<file path="config.mk">
export PLATFORM = sky130hd
export DESIGN_NAME = lut4_func_pipe
export DESIGN_NICKNAME = d
export VERILOG_FILES = /design/src/rtl/lut4_pkg.sv /design/src/rtl/lut4_pipe_stage.sv /design/src/rtl/lut4_func_pipe.sv
export SDC_FILE = /design/constraint.sdc
export NUM_CORES = 1
export LEC_CHECK = 0
export BUFFER_PORTS_ARGS = -buffer_cell sky130_fd_sc_hd__buf_2
export CAP_MARGIN = 15
export CORE_ASPECT_RATIO = 0.6
export CORE_MARGIN = 2
export CORE_UTILIZATION = 45
export CTS_CLUSTER_SIZE = 28
export DETAILED_ROUTE_END_ITERATION = 8
export PLACE_DENSITY = 0.71
export SLEW_MARGIN = 30
export SYNTH_ARGS = -nofsm -noshare
export SYNTH_HDL_FRONTEND = slang
export SYNTH_SLANG_ARGS = --single-unit
</file>
<file path="constraint.sdc">
create_clock -name clk -period 2.9 [get_ports clk]
set_input_delay 0.29 -clock clk [delete_from_list [all_inputs] [get_ports clk]]
set_output_delay 0.29 -clock clk [all_outputs]
set_load 0.01 [all_outputs]
</file>
<file path="src/rtl/lut4_pkg.sv">
// Shared types and constants for the programmable 4-input LUT pipeline.
package lut4_pkg;

    localparam int unsigned LUT_W = 16;

    typedef logic [LUT_W-1:0] lut_t;

    // F = (~A&~D) | ((A|B)&(~B|~C)), indexed by {a,b,c,d}
    localparam lut_t LUT_DEFAULT = 16'h3F75;

    function automatic logic [3:0] lut_index(input logic a, input logic b,
                                             input logic c, input logic d);
        return {a, b, c, d};
    endfunction

endpackage

</file>
<file path="src/rtl/lut4_pipe_stage.sv">
// One pipeline register slice: valid bit plus data, both advancing on en.
module lut4_pipe_stage #(
    parameter int unsigned W = 8
) (
    input  logic         clk,
    input  logic         rst_n,
    input  logic         en,
    input  logic         in_valid,
    input  logic [W-1:0] in_data,
    output logic         out_valid,
    output logic [W-1:0] out_data
);

    logic         valid_q;
    logic [W-1:0] data_q;

    // Data only loads with a valid beat so a bubble leaves the last result in place.
    always_ff @(posedge clk or negedge rst_n) begin
        if (!rst_n) begin
            valid_q <= 1'b0;
            data_q  <= '0;
        end else if (en) begin
            valid_q <= in_valid;
            if (in_valid) begin
                data_q <= in_data;
            end
        end
    end

    assign out_valid = valid_q;
    assign out_data  = data_q;

endmodule

</file>
<file path="src/rtl/lut4_func_pipe.sv">
// Programmable 4-input boolean function, bit-parallel over LANES, PIPE_STAGES deep.
// Define LUT4_FUNC_PIPE_TOGGLE_CNT_EN to build the output result-change counter.
module lut4_func_pipe
    import lut4_pkg::*;
#(
    parameter int unsigned LANES       = 8,
    parameter int unsigned PIPE_STAGES = 2,
    parameter lut_t        LUT_RST     = LUT_DEFAULT
) (
    input  logic             clk,
    input  logic             rst_n,
    input  logic             cfg_we,
    input  logic [15:0]      cfg_lut,
    input  logic             in_valid,
    output logic             in_ready,
    input  logic [LANES-1:0] in_a,
    input  logic [LANES-1:0] in_b,
    input  logic [LANES-1:0] in_c,
    input  logic [LANES-1:0] in_d,
    output logic             out_valid,
    input  logic             out_ready,
    output logic [LANES-1:0] out_f,
    output logic [15:0]      toggle_cnt
);

    if (LANES < 1 || LANES > 32) begin : g_bad_lanes
        $fatal(1, "lut4_func_pipe: LANES must be in 1..32");
    end
    if (PIPE_STAGES < 1 || PIPE_STAGES > 4) begin : g_bad_stages
        $fatal(1, "lut4_func_pipe: PIPE_STAGES must be in 1..4");
    end

    lut_t             lut_q;
    logic             adv;
    logic [LANES-1:0] eval;
    logic [PIPE_STAGES:0] stg_valid;
    logic [LANES-1:0]     stg_data [PIPE_STAGES+1];

    // Table write is independent of the handshake; same-cycle beats see the old table.
    always_ff @(posedge clk or negedge rst_n) begin
        if (!rst_n) begin
            lut_q <= LUT_RST;
        end else if (cfg_we) begin
            lut_q <= cfg_lut;
        end
    end

    always_comb begin
        eval = '0;
        for (int unsigned i = 0; i < LANES; i++) begin
            eval[i] = lut_q[lut_index(in_a[i], in_b[i], in_c[i], in_d[i])];
        end
    end

    assign adv      = ~out_valid | out_ready;
    assign in_ready = adv;

    assign stg_valid[0] = in_valid;
    assign stg_data[0]  = eval;

    for (genvar k = 0; k < PIPE_STAGES; k++) begin : g_stage
        lut4_pipe_stage #(
            .W(LANES)
        ) u_stage (
            .clk      (clk),
            .rst_n    (rst_n),
            .en       (adv),
            .in_valid (stg_valid[k]),
            .in_data  (stg_data[k]),
            .out_valid(stg_valid[k+1]),
            .out_data (stg_data[k+1])
        );
    end

    assign out_valid = stg_valid[PIPE_STAGES];
    assign out_f     = stg_data[PIPE_STAGES];

`ifdef LUT4_FUNC_PIPE_TOGGLE_CNT_EN
    logic [LANES-1:0] prev_q;
    logic [15:0]      cnt_q;

    always_ff @(posedge clk or negedge rst_n) begin
        if (!rst_n) begin
            prev_q <= '0;
            cnt_q  <= '0;
        end else if (out_valid && out_ready) begin
            prev_q <= out_f;
            if (out_f != prev_q && cnt_q != 16'hFFFF) begin
                cnt_q <= cnt_q + 16'd1;
            end
        end
    end

    assign toggle_cnt = cnt_q;
`else
    assign toggle_cnt = 16'h0000;
`endif

endmodule

</file>
==> impl_metrics.ini <==
[synth]
fraction_of_synthesis_flops_using_an_asynchronous_set_or_reset_pin_pct = 100.0
synth_simple_gate_area_share_pct = 12.34
synth_top_family_by_area = multiplexers
yosys_warnings = 0
avgSynthCellArea_um2 = 10.95
synth_compound_gate_area_share_pct = 9.065
yosysUniqueCellTypes = 28
synth_fa_ha_area_share_pct = 0
post_synth_instance_area_um2 = 2595
synth-seq-cells = 34
post_synthesis_cells = 237
synth_edf_count = 0
synth_seq_area_share_pct = 33.32
netlist.area_leader.share_pct = 22.18
ys.flop_type = sky130_fd_sc_hd__dfrtp_1
post_synth_main_area_contributors = sky130_fd_sc_hd__dfrtp_1 22%, sky130_fd_sc_hd__mux4_2 14%, sky130_fd_sc_hd__mux2_2 12%, sky130_fd_sc_hd__dfstp_2 11%, sky130_fd_sc_hd__mux2i_1 11%
synth_mux_area_share_pct = 36.40
post-synth-top-count-cell = sky130_fd_sc_hd__mux2i_1
yosysTopAreaCell = sky130_fd_sc_hd__dfrtp_1
synth_common_cells = 28 x sky130_fd_sc_hd__mux2i_1, 27 x sky130_fd_sc_hd__mux2_2, 23 x sky130_fd_sc_hd__dfrtp_1, 17 x sky130_fd_sc_hd__buf_4, 17 x sky130_fd_sc_hd__nand2_1
post_synth_xor_area_fraction_pct = 0

[outcome]
outcome = finished, final reports clean

[timing]
slew-limit-headroom_pct = 47.92
whs_ns = 0.07038
final_min_period_over_clock_period_pct = 55.96
hold_violations = 0
final.setup_skew_ns = 0.004386
timing.final.crit_period_ns = 1.623
finalSetupViolCount = 0
achievable-frequency_ghz = 0.6162
setup_repair_after_global_routing_missed_its_margin = no
max_slew.worst_pin.slew_ns = 0.7812
maxSlewViolCount = 0
setup_tns_after_final_layout_ns = 0

[grt]
grt_use_total_pct = 22.28
grt_start_max_net_pins = 35
overflow = 0
wire_length_of_the_first_global_routing_pass_mm = 10.86
grt_pass1_vias = 2043
grt_antenna_before_repair = 0

[power_and_ir_drop]
cellPowerDensity_nw_per_um2 = 537.5
power.sequential.fraction_pct = 44.5
design_power_total_w = 0.001585
total_switching_power_w = 0.0005027
p_leak_nw = 1.321
power_report.internal_total_w = 0.001082
power.switching_fraction_pct = 31.73
power_frac_clock_pct = 27.6
peak_supply_drop_uv = 274.9
combinationalPowerShare_pct = 27.8

[placed_design]
numPlacedInstances = 358
routabilityCongestion = 0.8033
buffer_ports.inserted = 62
dpl.hpwl_mm = 4.723

[routing]
drt-vias-per-instance = 5.653
drcViolationCount = 0
wl_per_cell_um = 18.41
drt-initial-drc-count = 123
drtPass1Iterations = 4
total_number_of_vias = 2069
totalWireLength_mm = 6.737
antenna_violating_nets_post_route = 0

[clock_tree]
post_cts_resized = 0
inserted_clock_buffers = 5
clk_transition_reported_paths_ns = 0.07
cts_buffer_depth = 2
post_cts_repair_timing_setup_buffer_count = 0
cts.sinks = 34
hold_buffers = 0
clk-insertion-delay-late_ns = 0.29
clock_tree.root_cell = sky130_fd_sc_hd__clkbuf_8
htree_levels = 2
tritoncts_clock_tree = done

[critical_path]
critical_path_required_ns = 3.13
rr_startpoint = g_stage[1].u_stage.out_valid
cp_max_fo = 18
arr_time_crit_path_ns = 1.86
worst_r2r_endpoint = g_stage[0].u_stage.out_data[6]
rrSetupSlack_ns = 1.28
worstRegToRegCells = 4
timing.critical_path.to_type = register
timing.critical_path.slowest_cell_delay_ns = 0.37
worst_setup_path_category = register to register
worstPathCellList = nand2b_1 -> nand2_2 -> nor4_1 -> a211o_1
timing.critical_path.from_type = register
standard_cell_with_the_maximum_stage_delay_on_the_critical_path = sky130_fd_sc_hd__dfrtp_1

[final_layout]
finish.cell_count_without_fillers = 366
n_antenna_cell = 0
areaGrowthSynthToFinish_pct = 13.60
drive_gt1_share_pct = 43.71
final_nets = 338
filler_cell_count = 537

[floorplan]
die_width_um = 102.0
rows = 21
floorplan.die.height_um = 62.82
coreArea_um2 = 5570
io-pin-count = 79
die-area_um2 = 6410
floorplan.initialDensity_pct = 46.59

[hold_path]
hold_path_class = primary input to async pin

[flow_run]
max_cap_violations = 0
[critical path, delay by kind of cell (launching register included)]
family / cells / cell delay [ns]
AO/OA/AOI/OAI: 1 / 0.15
flip-flops: 1 / 0.37
AND/OR/NAND/NOR: 3 / 1.05
[routing by layer]
metal,up-vias,routed length [um],global-route usage (%)
met4,0,70,5.167
met1,999,3212,33.78
met2,107,2854,31.00
met5,-,0,0
met3,9,599,6.711
li1,954,-,-
[power by group through the flow]
stage | logic (W) | clock network, W | registers (W)
floorplan | 0.000319 | 0 | 0.000667
global placement | 0.000432 | 0 | 0.000707
detailed placement | 0.000442 | 0 | 0.000713
CTS | 0.000444 | 0.000447 | 0.000704
global route | 0.000490 | 0.000470 | 0.000719
finish | 0.000441 | 0.000438 | 0.000705
[flip-flops by register name (all words and copies together), names as in the netlist]
register / cells
g_stage.u_stage.out_data: 16
g_stage.u_stage.out_valid: 2
lut_q: 16
[worst max-delay path by stage]
stage / to / startpoint / cells past startpoint / slack [ns]
2_1_floorplan: g_stage[0].u_stage.out_data[6] / lut_q[6] / 5 / 1.46
3_3_place_gp: g_stage[1].u_stage.out_data[5] / out_ready / 4 / 1.32
3_5_place_dp: g_stage[1].u_stage.out_data[7] / out_ready / 4 / 1.24
4_1_cts: g_stage[0].u_stage.out_data[6] / g_stage[1].u_stage.out_valid / 4 / 1.29
5_1_grt: g_stage[0].u_stage.out_data[6] / g_stage[1].u_stage.out_valid / 4 / 1.18
6_report: g_stage[0].u_stage.out_data[6] / g_stage[1].u_stage.out_valid / 4 / 1.28
[per-stage QoR]
stage | util [%] | setup slack (ns) | cell area, um^2
3_5_place_dp | 50.97 | 1.237 | 2839
2_1_floorplan | - | 1.457 | 2651
3_3_place_gp | 50.97 | 1.323 | 2839
6_report | 52.92 | 1.277 | 2948
5_1_grt | 52.92 | 1.181 | 2948
4_1_cts | 52.92 | 1.293 | 2948
[logic make-up (layout without fill, tap and decap cells)]
kind of cell	count (synthesis)	in the layout
mux	71	71
simple gates	61	61
buf+inv	37	71
flops	34	34
compound gates	33	33
other cells	1	16
[placed cells by master (no fill, tap or decap)]
cell,count
sky130_fd_sc_hd__a2111oi_0,1
sky130_fd_sc_hd__a211o_1,1
sky130_fd_sc_hd__a21oi_1,7
sky130_fd_sc_hd__and2b_1,1
sky130_fd_sc_hd__and3_1,7
sky130_fd_sc_hd__buf_2,62
sky130_fd_sc_hd__bufinv_16,1
sky130_fd_sc_hd__clkbuf_8,5
sky130_fd_sc_hd__clkinv_2,2
sky130_fd_sc_hd__conb_1,16
sky130_fd_sc_hd__dfrtp_1,23
sky130_fd_sc_hd__dfstp_2,11
sky130_fd_sc_hd__inv_1,1
sky130_fd_sc_hd__mux2_2,27
sky130_fd_sc_hd__mux2i_1,28
sky130_fd_sc_hd__mux4_2,16
sky130_fd_sc_hd__nand2_1,17
sky130_fd_sc_hd__nand2_2,1
sky130_fd_sc_hd__nand2b_1,10
sky130_fd_sc_hd__nand3_1,7
sky130_fd_sc_hd__nand3b_1,7
sky130_fd_sc_hd__nor2_1,8
sky130_fd_sc_hd__nor2b_1,1
sky130_fd_sc_hd__nor4_1,2
sky130_fd_sc_hd__o2111ai_1,7
sky130_fd_sc_hd__o211ai_1,14
sky130_fd_sc_hd__o21ai_0,2
sky130_fd_sc_hd__o22ai_1,1
[final cells by class]
class                      count  area [um^2]  area share, %
clock buffer                   5        68.82          2.334
timing repair buffer          62        310.3          10.53
tap                           80        100.1          3.396
inverter                       1        3.754         0.1273
clock inverter                 3        40.04          1.358
sequential                    34        864.6          29.33
multi-input combinational    181         1560          52.93
Note: power is estimated with default switching activity, not from simulation.
